==> src/rtl/registrador_tempo.sv <==
// Microwave time-entry register: debounced keypad digits shift into an MM:SS BCD display.
// The FSM accepts each key press once, and only after the key has been stable for DEBOUNCE cycles.
module registrador_tempo #(
  parameter int DEBOUNCE = 4
) (
  input  logic       clk,
  input  logic       reset,
  input  logic [3:0] BCD,
  input  logic       valido,
  input  logic       habilita,
  input  logic       limpa,
  output logic [3:0] min_dez,
  output logic [3:0] min_uni,
  output logic [3:0] seg_dez,
  output logic [3:0] seg_uni,
  output logic [2:0] num_digitos,
  output logic       cheio,
  output logic       digito_ok,
  output logic       tempo_valido
);

  // state        | meaning
  // OCIOSO       | no key seen, waiting for a press
  // FILTRA_PRESS | candidate key latched, counting stable cycles
  // ESPERA_SOLTA | key accepted (or refused), waiting for release
  // FILTRA_SOLTA | release seen, counting stable released cycles
  typedef enum logic [1:0] {OCIOSO, FILTRA_PRESS, ESPERA_SOLTA, FILTRA_SOLTA} estado_t;

  localparam logic [3:0] DEB = 4'(DEBOUNCE);

  logic       valido_s1, valido_s2;
  logic [3:0] bcd_s1, bcd_s2;
  logic       tecla_ok;
  estado_t    estado_q, estado_d;
  logic [3:0] cnt_q, cnt_d;
  logic [3:0] cand_q, cand_d;
  logic       aceita, aceita_ef;

  always_ff @(posedge clk or posedge reset) begin
    if (reset) begin
      valido_s1 <= 1'b1;
      valido_s2 <= 1'b1;
      bcd_s1    <= 4'd0;
      bcd_s2    <= 4'd0;
    end else begin
      valido_s1 <= valido;
      valido_s2 <= valido_s1;
      bcd_s1    <= BCD;
      bcd_s2    <= bcd_s1;
    end
  end

  // Codes above 9 behave exactly like "no key".
  assign tecla_ok = !valido_s2 && (bcd_s2 <= 4'd9);

  always_ff @(posedge clk or posedge reset) begin
    if (reset) begin
      estado_q <= OCIOSO;
      cnt_q    <= 4'd0;
      cand_q   <= 4'd0;
    end else begin
      estado_q <= estado_d;
      cnt_q    <= cnt_d;
      cand_q   <= cand_d;
    end
  end

  always_comb begin
    estado_d = estado_q;
    cnt_d    = cnt_q;
    cand_d   = cand_q;
    aceita   = 1'b0;
    case (estado_q)
      OCIOSO: begin
        if (tecla_ok) begin
          estado_d = FILTRA_PRESS;
          cand_d   = bcd_s2;
          cnt_d    = 4'd1;
        end
      end
      FILTRA_PRESS: begin
        if (tecla_ok && (bcd_s2 == cand_q)) begin
          if (cnt_q >= DEB) begin
            aceita   = 1'b1;
            estado_d = ESPERA_SOLTA;
            cnt_d    = 4'd0;
          end else begin
            cnt_d = cnt_q + 4'd1;
          end
        end else begin
          estado_d = OCIOSO;
          cnt_d    = 4'd0;
        end
      end
      ESPERA_SOLTA: begin
        if (!tecla_ok) begin
          estado_d = FILTRA_SOLTA;
          cnt_d    = 4'd1;
        end
      end
      FILTRA_SOLTA: begin
        if (tecla_ok) begin
          estado_d = ESPERA_SOLTA;
          cnt_d    = 4'd0;
        end else if (cnt_q >= DEB) begin
          estado_d = OCIOSO;
          cnt_d    = 4'd0;
        end else begin
          cnt_d = cnt_q + 4'd1;
        end
      end
      default: begin
        estado_d = OCIOSO;
        cnt_d    = 4'd0;
      end
    endcase
  end

  assign aceita_ef = aceita && habilita && !cheio;

  // limpa wins over a simultaneous acceptance: no shift and no pulse.
  always_ff @(posedge clk or posedge reset) begin
    if (reset) begin
      min_dez     <= 4'd0;
      min_uni     <= 4'd0;
      seg_dez     <= 4'd0;
      seg_uni     <= 4'd0;
      num_digitos <= 3'd0;
      digito_ok   <= 1'b0;
    end else if (limpa) begin
      min_dez     <= 4'd0;
      min_uni     <= 4'd0;
      seg_dez     <= 4'd0;
      seg_uni     <= 4'd0;
      num_digitos <= 3'd0;
      digito_ok   <= 1'b0;
    end else if (aceita_ef) begin
      min_dez     <= min_uni;
      min_uni     <= seg_dez;
      seg_dez     <= seg_uni;
      seg_uni     <= cand_q;
      num_digitos <= num_digitos + 3'd1;
      digito_ok   <= 1'b1;
    end else begin
      digito_ok   <= 1'b0;
    end
  end

  assign cheio        = (num_digitos == 3'd4);
  assign tempo_valido = (seg_dez <= 4'd5) && (num_digitos != 3'd0);

endmodule

==> config.mk <==
export PLATFORM = sky130hd
export DESIGN_NAME = registrador_tempo
export DESIGN_NICKNAME = d
export VERILOG_FILES = /design/src/rtl/registrador_tempo.sv
export SDC_FILE = /design/constraint.sdc
export NUM_CORES = 1
export LEC_CHECK = 0
export CAP_MARGIN = 10
export CORE_UTILIZATION = 65
export DETAILED_ROUTE_END_ITERATION = 8
export DONT_BUFFER_PORTS = 1
export GPL_TIMING_DRIVEN = 0
export PLACE_DENSITY = 0.93
export SYNTH_ARGS = -nofsm -noshare
export SYNTH_HDL_FRONTEND = slang
export SYNTH_SLANG_ARGS = --single-unit
==> constraint.sdc <==
create_clock -name clk -period 3.7 [get_ports clk]
set_input_delay 0.555 -clock clk [delete_from_list [all_inputs] [get_ports clk]]
set_output_delay 0.555 -clock clk [all_outputs]
set_load 0.05 [all_outputs]
# --- Word level (Yosys, flattened, before mapping) ---
# Cells that the tools add are included.
op_classes:
  add_sub_neg: 2
  magnitude_cmp: 3
  n_eq_ne: 9
  mux: 28
  n_reduce_logical: 13
ops:
  columns: ["operator", "n"]
  rows:
  - ["2-to-1 mux 4 bit", 13]
  - ["case mux 4 bit (4 select lines)", 1]
  - ["2-to-1 mux 2 bit", 6]
  - ["case mux 2 bit (4 select lines)", 1]
  - ["2-to-1 mux 3 bit", 2]
  - ["inequality test 3 bit, second input constant", 2]
  - ["logical AND 1 bit", 5]
  - ["2-to-1 mux 1 bit", 5]
  - ["adder 4 x 1 -> 4 bit, second input constant", 1]
  - ["equality test 2 bit, second input constant", 2]
  - ["equality test 4 bit", 1]
  - ["greater-or-equal comparator 4 x 3 -> 1 bit, second input constant", 1]
  - ["<= comparator 4 x 3 -> 1 bit, second input constant", 1]
  - ["<= comparator 4 bit, second input constant", 1]
  - ["inequality test 2 bit, second input constant", 2]
  - ["AND reduction 2 bit", 2]
  - ["AND reduction 4 bit", 1]
  - ["adder 3 x 1 -> 3 bit, second input constant", 1]
  - ["equality test 3 bit, second input constant", 1]
  - ["nonzero test 3 bit", 1]
  - ["equality test 2 x 1 -> 1 bit, second input constant", 1]
  - ["logical NOT 1 bit", 2]
  - ["logical NOT 2 bit", 1]
  - ["nonzero test 2 bit", 1]
totals:
  register_bits: 40
  elab_cells: 68

# --- Logic depth before layout (Yosys ltp) ---
# Gate-level depths: netlist of the first run.
depth:
  depth_word: 9
  depth_mapped: 8

# --- Worst setup path after synthesis of the first run ---
# Ideal clock, no wire load.
synth_timing:
  path_type: "register -> output"
  startpoint: "register num_digitos[0]"
  endpoint: "output tempo_valido"
  arrival_time_ns: 2.237
  path_slack_ns: 0.908
  stages_incl_launch_ff: 4
  path_buffers: 0
  cell_sequence: "dfrtp_1 inv_1 ha_1 a221oi_1"
synth_via:
  elab_chain_cells: 2
synth_lines:
  columns: ["element", "line", "source"]
  rows:
  - ["start: declaration", "16", "output logic [2:0] num_digitos,"]
  - ["start signal: assignment", "142", "num_digitos <= num_digitos + 3'd1;"]
  - ["nonzero test 3 bit", "150", "assign tempo_valido = (seg_dez <= 4'd5) && (num_digitos != 3'd0);"]
  - ["logical AND 1 bit", "150", null]
  - ["end: declaration", "19", "output logic tempo_valido"]
# No other way between the ends.

# --- Worst setup path in the final report of the first run ---
layout_timing:
  startpoint: "register num_digitos[0]"
  endpoint: "register num_digitos[2]"
layout_via:
  elab_chain_cells: 4
  elab_cells_between_ends: 7
  classes_between: "add/sub (1); eq/ne (1); mux (2); reduce/logical (3)"
layout_lines:
  columns: ["element"]
  rows:
  - ["parallel branches: the longest is 4 deep, another holds adder 3 x 1 -> 3 bit"]
# Several ways; the timed one is not identified. The select of a mux whose other input is x is not followed.
# A chain may end at the register's enable or synchronous reset.

==> impl_results.md, run 1 <==
* Status: finished clean
* Placement Cell Area at 1800 sq um
* Post-Syn Instances at between 100 and 150
* Starting Density at between 60% and 70%
* Post-CTS Resized at 0
* Count of different cell masters after synthesis at 38
* # diodes at 0
* Flip-flop and latch count after synthesis at 40
* Final worst path period need at about 2.6 ns
* PortBufs at 0
* Die Wd at ~54 um
* Routed len/inst at approximately 16 um
* Top FF cell, synth: dfrtp_1
* DRC Markers at 0
* I/O Pins at 31
* Mapped Avg Cell Area at approximately 12 sq um
* Ratio of cells with drive above 1 in the final layout at 17.4%
* Max Cap Violations at 0
* DIE AREA at 2870 sq um
* Nets at 160
* Setup bufs post-CTS at 0
* Slew margin rel. at 42.7%
* Final WS setup at 1.06 ns
* Finished Layout Cells at between 150 and 200
* Final hold violations at 0
* Arrival time at the worst endpoint at a little under 3 ns
* Drt pass-1 iters at 4
* H-tree Lvls at 2
* Worst-path clk slew at approximately 0.12 ns
* CTS Hold Bufs at 0
* Total gr overflow at 0
* GRT Overall Usage at about a quarter
* Routed wire length at about 2900 um
* Number of synthesized flops with an enable pin at 0
* Tightest Pin Transition at approximately 0.86 ns
* Final setup vio count at 0
* WP data required at roughly 4.0 ns
* Top cell type's share of synthesized area at between 50 and 60%
* Sink Count at 40
* Final TNS setup at 0 ns
* Global-route wire length before repair at 4860 um
* RSZ-0062 raised after global routing: false
* WS Path Type: reg2reg
* CP Capture Type: flop
* Seq/Total Area, Yosys at 58.0%
* Final worst path period share at a little over 70%
* Synth cell count leaders: dfrtp_1 (38), nand2b_1 (16), mux2i_1 (12)
* Dpl cells at 171
* Leakage at about 0.86 nW
* Initial antenna violation count at 0
* Ranking of synthesized cells by area: dfrtp_1 (55%), mux2i_1 (6.9%), nand2b_1 (5.8%), mux2_2 (3.3%), dfstp_2 (3.0%)
* Cell area after synthesis at about 1700 sq um
* Pre-CTS setup slack at ~1.1 ns
* Total CTS buffers at 5
* 1st-iter DRT viols at 23
* Fraction of registers with async set/reset at 100%
* Cell chosen for the clock root: clkbuf_4
* Detail Placement HPWL at roughly 2200 um
* Crit-path max FO at 10
* Max VDD drop at between 0.4 and 0.5 mV
* Core ar. at between 2000 and 2500 sq um
* Synthesis-to-layout area growth at 8.83%
* Final Total Pwr at around 0.00082 W
* Vias in the first global route at between 1000 and 1500
* Startpoint Class: flop
* Slew Limit Fails at 0
* Longest Clk Path Bufs at 2
* Finished Cell Area at 1880 sq um
* Final ANT Viol Nets at 0
* Reg2reg setup slack at about 1.1 ns
* PD cells at about 430 nW/um^2
* TritonCTS clock tree: yes
* Synthesized Nets at 151
* DIE HEIGHT at roughly 54 um
* GPL Wtd Cong at 0.765
* Most numerous cell in the Yosys netlist: dfrtp_1
* Worst hold path class: in2reg
* DR vias/cell at roughly 6.1
* Via count at between 1000 and 1500
* Area leader, netlist: dfrtp_1
* Clock Latency Late Sink at between 0.3 and 0.4 ns
* # rows at 18
* Max frequency at 0.379 GHz
* Yosys warning count at 0
* Final Skew at approximately 0.009 ns
* Pin count of the biggest net entering global routing at 23
[critical path: stages (launching register included)]
cell	delay, ns
dfrtp_1	0.71
inv_1	0.14
ha_1	0.25
a21bo_2	0.22
or4_4	0.51
buf_6	0.16
or4_1	0.41
a21oi_1	0.16
[metal layers]
layer  vias up  wire, um  global-route usage [%]
li1        502         -                       -
met1       535      1200                    29.4
met2        41      1520                    42.9
met3         5       180                    10.2
met4         0        43                    8.77
met5         -         0                       0
[cell type report]
cell class	count	area (sq um)
buffer	5	33.8
clock buffer	5	37.5
clock inverter	3	42.5
fill	157	618
inverter	6	22.5
multi-input combinational	88	669
sequential	40	1000
tap	30	37.5
timing repair buffer	2	35.0
[path summary, 6_finish.rpt]
kind | start | to | cells after the start
max | num_digitos[0] | num_digitos[2] | 7
max in group asynchronous | reset | min_dez[3] | 2
max reg2reg | num_digitos[0] | num_digitos[2] | 7
min | valido | valido_s1 | 0
min in group asynchronous | reset | cand_q[3] | 1
min reg2reg | valido_s1 | valido_s2 | 0
[layout by cell type (no fill, tap or decap), types with 5 or more instances in the layout]
cell type,count
nor2_1,6
nand2b_1,16
clkbuf_4,5
inv_1,6
dfrtp_1,38
mux2i_1,12
o21ai_0,6
mux2_2,5
[sequential cells by signal, summed over array words and instances, names as in the netlist]
| register | cells |
|---|---|
| bcd_s1 | 4 |
| bcd_s2 | 4 |
| cand_q | 4 |
| cnt_q | 4 |
| digito_ok | 1 |
| estado_q | 2 |
| min_dez | 4 |
| min_uni | 4 |
| num_digitos | 3 |
| seg_dez | 4 |
| seg_uni | 4 |
| valido_s1 | 1 |
| valido_s2 | 1 |
[where the power goes]
group	internal, W	switching, W
clock network	0.000141	0.000142
logic	0.0000302	0.0000331
registers	0.000456	0.0000154
total	0.000626	0.000190
[cells by family (layout without fill, tap and decap cells)]
group	count (synthesis)	after routing	synth area share [%]
simple gates	41	41	15.1
flops	40	40	58.0
compound gates	23	23	9.19
mux	17	17	10.2
buf+inv	11	21	3.26
xor+xnor	4	4	2.03
fa+ha+maj	3	3	2.17
[per-stage QoR]
step	hold WS, ns	utilization, %
2_1_floorplan	0.331	-
3_3_place_gp	0.333	70.7
3_5_place_dp	0.340	72.1
4_1_cts	0.176	75.3
5_1_grt	0.159	75.3
6_report	0.195	75.3
Power figures use the tool's default switching activity.
==> inputs of run 2 (changes only) <==
Settings changed: CORE_UTILIZATION 65 to 61, PLACE_DENSITY 0.93 to 0.89.
Clock period 3.7 ns to 2.5 ns, I/O delays scaled along.
==> run 2 against run 1 <==
  * Hold slack got worse by 0.13 ns
  * Count of clock-buffer cells in the layout is 1 higher
  * Total power increased by 46%
  * Register-to-register slack lost 0.96 ns
  * Non-clock buffer count unchanged
  * Critical endpoint is now num_digitos[0]
==> impl_results.md, run 2 (synthesized netlist as in run 1, its figures left out) <==
* Slew Limit Fails at 0 (unchanged)
* Max Cap Violations at 0 (unchanged)
* Global-route wire length before repair at 4870 um (+0.29%)
* Worst hold path class: in2reg
* Drt pass-1 iters at 4 (unchanged)
* Startpoint Class: flop
* PortBufs at 0 (unchanged)
* Starting Density at 67.3% (-1.8 points)
* Via count at 1051 (-3.0%)
* GRT Overall Usage at 20.9% (-4.6 points)
* # diodes at 0 (unchanged)
* Finished Layout Cells at 179 (unchanged)
* Final ANT Viol Nets at 0 (unchanged)
* Worst-path clk slew at 0.10 ns (-0.02 ns)
* Final WS setup at 0.0998 ns (-0.962 ns)
* Slew margin rel. at 43.4% (+0.72 points)
* WP data required at 2.72 ns (-1.26 ns)
* Clock power share at 33.4% (-1.2 points)
* 1st-iter DRT viols at 26 (+13%)
* Hold_ws at 0.0658 ns (-0.129 ns)
* Final worst path period share at 96.0% (+25 points)
* WS Path Type: reg2reg
* Detail Placement HPWL at 2160 um (-2.2%)
* CP Capture Type: flop
* Comb power frac at 8.1% (+0.4 points)
* Routed len/inst at 16.2 um (-1.8%)
* Leakage at 0.852 nW (-0.42%)
* Final worst path period need at 2.40 ns (-0.238 ns)
* Sink Count at 40 (unchanged)
* Hold Path Stages at 0 (unchanged)
* Net switching power at 0.000264 W (+39%)
* Critical-path top delay cell: dfrtp_2
* DIE AREA at 3050 sq um (+6.3%)
* Sw frac at 22.1% (-1.2 points)
* Total CTS buffers at 5 (unchanged)
* Final Skew at 0.0102 ns (+0.00113 ns)
* Sequential power share at 58.5% (+0.9 points)
* Setup bufs post-CTS at 0 (unchanged)
* I/O Pins at 31 (unchanged)
* P_int at 0.000930 W (+48%)
* DIE HEIGHT at 55.2 um (+3.1%)
* Crit-path max FO at 10 (unchanged)
* Max frequency at 0.417 GHz (+9.9%)
* Most frequent cells in the layout: dfrtp_1 (36), nand2b_1 (16), mux2i_1 (12), o21ai_0 (6), nor2_1 (6)
* Cell chosen for the clock root: clkbuf_4
* Tightest Pin Transition at 0.848 ns (-0.0107 ns)
* Pin count of the biggest net entering global routing at 22 (-4.3%)
* GPL Wtd Cong at 0.789 (+3.1%)
* PD cells at 626 nW/um^2 (+44%)
* Routed wire length at 2890 um (-1.8%)
* Pre-CTS setup slack at -0.141 ns (-1.23 ns)
* Final TNS setup at 0 ns (unchanged)
* Die Wd at 55.2 um (+3.1%)
* Most common cell after layout, fill and taps aside: dfrtp_1
* Final hold violations at 0 (unchanged)
* H-tree Lvls at 2 (unchanged)
* Reg2reg setup slack at 0.1 ns (-0.96 ns)
* Hold Startpoint: BCD[0]
* Worst reg2reg path endpoint: num_digitos[0]
* Max VDD drop at 0.596 mV (+36%)
* # rows at 18 (unchanged)
* Worst-case reg-to-reg path depth at 7 (unchanged)
* Synthesis-to-layout area growth at 10.3%
* Core ar. at 2570 sq um (+2.7%)
* Crit-path cells: inv_1 > ha_2 > a21bo_2 > or4_4 > buf_6 > nor2_8 > mux2_2
* Ratio of cells with drive above 1 in the final layout at 20.1% (+2.7 points)
* Status: finished clean
* Launching point of the worst reg2reg path: num_digitos[1]
* Total gr overflow at 0 (unchanged)
* Min-Delay Endpoint: bcd_s1[0]
* Arrival time at the worst endpoint at 2.62 ns (-0.30 ns)
* Nets at 160 (unchanged)
* Dpl cells at 170 (-0.58%)
* Initial antenna violation count at 0 (unchanged)
* Longest Clk Path Bufs at 2 (unchanged)
* Vias in the first global route at 1120 (+3.3%)
* RSZ-0062 raised after global routing: false
* DRC Markers at 0 (unchanged)
* DR vias/cell at 5.87 (-3.0%)
* TritonCTS clock tree: yes
* Final setup vio count at 0 (unchanged)
* Slowest stage delay, CP at 0.56 ns (-0.15 ns)
* Clock Latency Late Sink at 0.33 ns (-0.02 ns)
[run 2: cell count changes in the layout (fill, tap and decap cells not counted), sizes merged]
cell / change
clkinvlp: -1
clkbuf: +1
buf: -1
dlygate4sd3: +1
[run 2: how the worst max path moves through the flow]
stage	startpoint	end	slack, ns	depth (start not counted)
6_report	num_digitos[1]	num_digitos[0]	0.1	7
5_1_grt	num_digitos[1]	num_digitos[2]	0.01	7
2_1_floorplan	num_digitos[0]	num_digitos[0]	0.03	7
3_5_place_dp	num_digitos[0]	num_digitos[0]	-0.14	7
4_1_cts	num_digitos[0]	num_digitos[0]	0.01	7
3_3_place_gp	num_digitos[0]	num_digitos[0]	-0.08	7
[run 2: worst max-delay path, delay by kind of cell (launching register included)]
| kind | cells | cell delay (ns) |
|---|---|---|
| buf+inv | 2 | 0.25 |
| simple gates | 2 | 0.68 |
| compound gates | 1 | 0.22 |
| fa+ha+maj | 1 | 0.21 |
| flops | 1 | 0.56 |
| mux | 1 | 0.36 |
[run 2: power groups by stage]
stage / Clock, W / Combinational (W) / Sequential [W]
CTS: 0.000412 / 0.0000959 / 0.000698
finish: 0.000399 / 0.0000969 / 0.000698
detailed placement: 0 / 0.0000956 / 0.000710
floorplan: 0 / 0.0000728 / 0.000704
global route: 0.000438 / 0.000107 / 0.000701
global placement: 0 / 0.0000837 / 0.000707
[run 2: stage by stage]
step                total power [W]  utilization, %  area, sq um
floorplan                  0.000776               -         1740
global placement           0.000791            69.1         1770
detailed placement         0.000806            70.1         1800
CTS                         0.00121            73.2         1880
global route                0.00125            74.3         1910
finish                      0.00119            74.3         1910
[run 2: area by class of cell]
type                            instances  area, sq um
Tap cell                               30         37.5
Inverter                                6         22.5
Fill cell                             159          661
Clock buffer                            6         41.3
Clock inverter                          2         35.0
Timing Repair Buffer                    2         37.5
Sequential cell                        40         1010
Multi-Input combinational cell         88          693
Buffer                                  5         33.8
[run 2: repair_timing]
item / 4_1_cts / 5_1_grt
gates resized for setup: 2 / 4
endpoints found under the hold margin: 0 / 1
hold buffers: 0 / 1
endpoints found under the setup margin: 14 / 8
[run 2: layer usage]
layer  up-vias  wire [um]  track usage, %
met1       514       1260            25.1
met2        28       1500            35.5
li1        507          -               -
met3         2        115            6.09
met5         -          0               0
met4         0         15            7.86
==> inputs of run 3 (changes only) <==
Settings changed: CORE_UTILIZATION 61 to 55, HOLD_SLACK_MARGIN set to 0.1, PLACE_DENSITY 0.89 to 0.85.
Clock period 2.5 ns to 2.2 ns, I/O delays scaled along.
==> run 3 against run 2 <==
  * The flow now finishes with violations (design-rule violations)
  * Non-clock buffer count rose by 9
  * Register-to-register slack got worse by 0.096 ns
  * Critical path depth did not move
  * Critical path type unchanged
  * Critical endpoint is now seg_dez[0]
==> impl_results.md, run 3 (synthesized netlist as in run 1, its figures left out) <==
* Status: finished, violations left
* Failing checks: design-rule violations
* Nets at 169 (+5.6%)
* Leakage at 0.914 nW (+7.3%)
* Final Skew at 0.0122 ns (+0.00207 ns)
* # diodes at 0 (unchanged)
* Final ANT Viol Nets at 0 (unchanged)
* Slew margin rel. at 46.8% (+3.4 points)
* Drt pass-1 iters at 6 (+2)
* Hold_ws at 0.141 ns (+0.0755 ns)
* Final hold violations at 0 (unchanged)
* DR vias/cell at 5.63 (-4.1%)
* Critical-path top delay cell: dfrtp_2
* PortBufs at 0 (unchanged)
* Detail Placement HPWL at 2110 um (-2.4%)
* Worst hold path class: in2reg
* 1st-iter DRT viols at 47 (+81%)
* Via count at 1126 (+7.1%)
* Total gr overflow at 0 (unchanged)
* Net switching power at 0.000320 W (+21%)
* Reg2reg setup slack at 0.004 ns (-0.10 ns)
* Clock power share at 43.9% (+11 points)
* P_int at 0.00129 W (+38%)
* # fillers at 204 (+28%)
* Pin count of the biggest net entering global routing at 41 (+86%)
* Initial antenna violation count at 0 (unchanged)
* DRC Markers at 2 (+2)
* Starting Density at 60.1% (-7.2 points)
* Sink Count at 40 (unchanged)
* Worst-path clk slew at 0.12 ns (+0.02 ns)
* Final worst path period need at 2.20 ns (-0.204 ns)
* Cell chosen for the clock root: clkbuf_4
* RSZ-0062 raised after global routing: true
* PD cells at 776 nW/um^2 (+24%)
* Final worst path period share at 99.8% (+3.8 points)
* Comb power frac at 6.8% (-1.3 points)
* Longest Clk Path Bufs at 2 (unchanged)
* DIE HEIGHT at 58.1 um (+5.1%)
* GRT Overall Usage at 21.2% (+0.38 points)
* Hold Path Stages at 3 (+3)
* Clock Latency Late Sink at 0.35 ns (+0.02 ns)
* Synthesis-to-layout area growth at 19.8%
* Routed wire length at 3160 um (+9.1%)
* Core ar. at 2880 sq um (+12%)
* Most frequent cells in the layout: dfrtp_1 (35), nand2b_1 (16), mux2i_1 (12), nor2_1 (6), dlygate4sd3_1 (6)
* # rows at 19 (+1)
* Crit-path max FO at 6 (-4)
* Routed len/inst at 15.8 um (-2.4%)
* Max Cap Violations at 0 (unchanged)
* DIE AREA at 3370 sq um (+11%)
* WP data required at 2.47 ns (-0.25 ns)
* TritonCTS clock tree: yes
* Global-route wire length before repair at 5110 um (+4.9%)
* Vias in the first global route at 1154 (+3.0%)
* Max frequency at 0.455 GHz (+9.3%)
* Die Wd at 58.1 um (+5.1%)
* Final setup vio count at 0 (unchanged)
* WS Path Type: reg2reg
* Slowest stage delay, CP at 0.58 ns (+0.02 ns)
* Worst-case reg-to-reg path depth at 7 (unchanged)
* Startpoint Class: flop
* Max VDD drop at 0.762 mV (+28%)
* GPL Wtd Cong at 0.774 (-1.9%)
* Ratio of cells with drive above 1 in the final layout at 25.9% (+5.8 points)
* Arrival time at the worst endpoint at 2.46 ns (-0.16 ns)
* CP Capture Type: flop
* Slew Limit Fails at 0 (unchanged)
* Most common cell after layout, fill and taps aside: dfrtp_1
* Tightest Pin Transition at 0.797 ns (-0.0508 ns)
* H-tree Lvls at 2 (unchanged)
* I/O Pins at 31 (unchanged)
* Crit-path cells: inv_2 > ha_4 > a21bo_2 > or4_4 > or2_4 > buf_6 > mux2i_1
* Total CTS buffers at 5 (unchanged)
* Sequential power share at 49.3% (-9.2 points)
* Sw frac at 19.9% (-2.2 points)
* Fin util at 72.0% (-2.2 points)
[run 3: cell types whose count changed in the layout (fill, tap and decap cells not counted), sizes merged]
cell / before / now
dlygate4sd3: 1 / 6
bufinv: 1 / 3
clkbuf: 9 / 8
clkinv: 1 / 0
buf: 3 / 7
[run 3: through the flow]
| step | area, sq um | setup TNS, ns | setup WS (ns) | instances | total power (W) |
|---|---|---|---|---|---|
| after floorplan | 1750 | 0 | 0.0591 | 139 | 0.000882 |
| after global placement | 1810 | -0.0245 | -0.0245 | 181 | 0.000899 |
| after detailed placement | 1810 | -0.204 | -0.0697 | 181 | 0.000908 |
| after CTS | 2040 | -0.00130 | -0.00130 | 199 | 0.00162 |
| after global routing | 2070 | -0.265 | -0.0721 | 200 | 0.00167 |
| final | 2070 | 0 | 0.00390 | 200 | 0.00161 |
[run 3: final cells by class]
cell class	count	area [sq um]	share of cell area, %
multi-input cells	88	718	34.7
flip-flops and latches	40	1010	48.6
plain buffers	4	22.5	1.09
clock inverters	3	90.1	4.35
well taps	42	52.6	2.54
inverters	6	22.5	1.09
repair buffers	12	121	5.86
clock buffers	5	37.5	1.81
[run 3: metal layers]
metal	vias up	wire length [um]	global-route usage (%)
met4	0	38	7.14
met3	5	180	7.81
li1	526	-	-
met5	-	0	0
met2	33	1650	36.0
met1	562	1290	25.0
[run 3: worst max-delay path, delay by kind of cell, from the launching register on]
kind | cells | cell delay [ns]
flops | 1 | 0.58
compound gates | 1 | 0.19
simple gates | 2 | 0.77
mux | 1 | 0.15
fa+ha+maj | 1 | 0.19
buf+inv | 2 | 0.23
[run 3: power by group through the flow]
stage | Clock [W] | Combinational, W | Sequential, W
floorplan | 0 | 0.0000828 | 0.000800
global placement | 0 | 0.0000954 | 0.000804
detailed placement | 0 | 0.000102 | 0.000806
CTS | 0.000722 | 0.000110 | 0.000792
global route | 0.000749 | 0.000121 | 0.000796
finish | 0.000705 | 0.000110 | 0.000792
[run 3: what timing repair did]
action,4_1_cts,5_1_grt
pin swaps,2,3
resized for setup,1,8
hold buffers,6,0
cloned,0,1
endpoints found under the setup margin,12,12
buffers inserted,5,0
endpoints found under the hold margin,43,0
[run 3: final timing paths]
check / startpoint / end
worst max register to register: num_digitos[0] / seg_dez[0]
max in group asynchronous: reset / num_digitos[0]
min in group asynchronous: reset / cand_q[3]
worst max-delay path: num_digitos[0] / seg_dez[0]
worst min-delay path: limpa / min_dez[2]
worst min register to register: valido_s1 / valido_s2
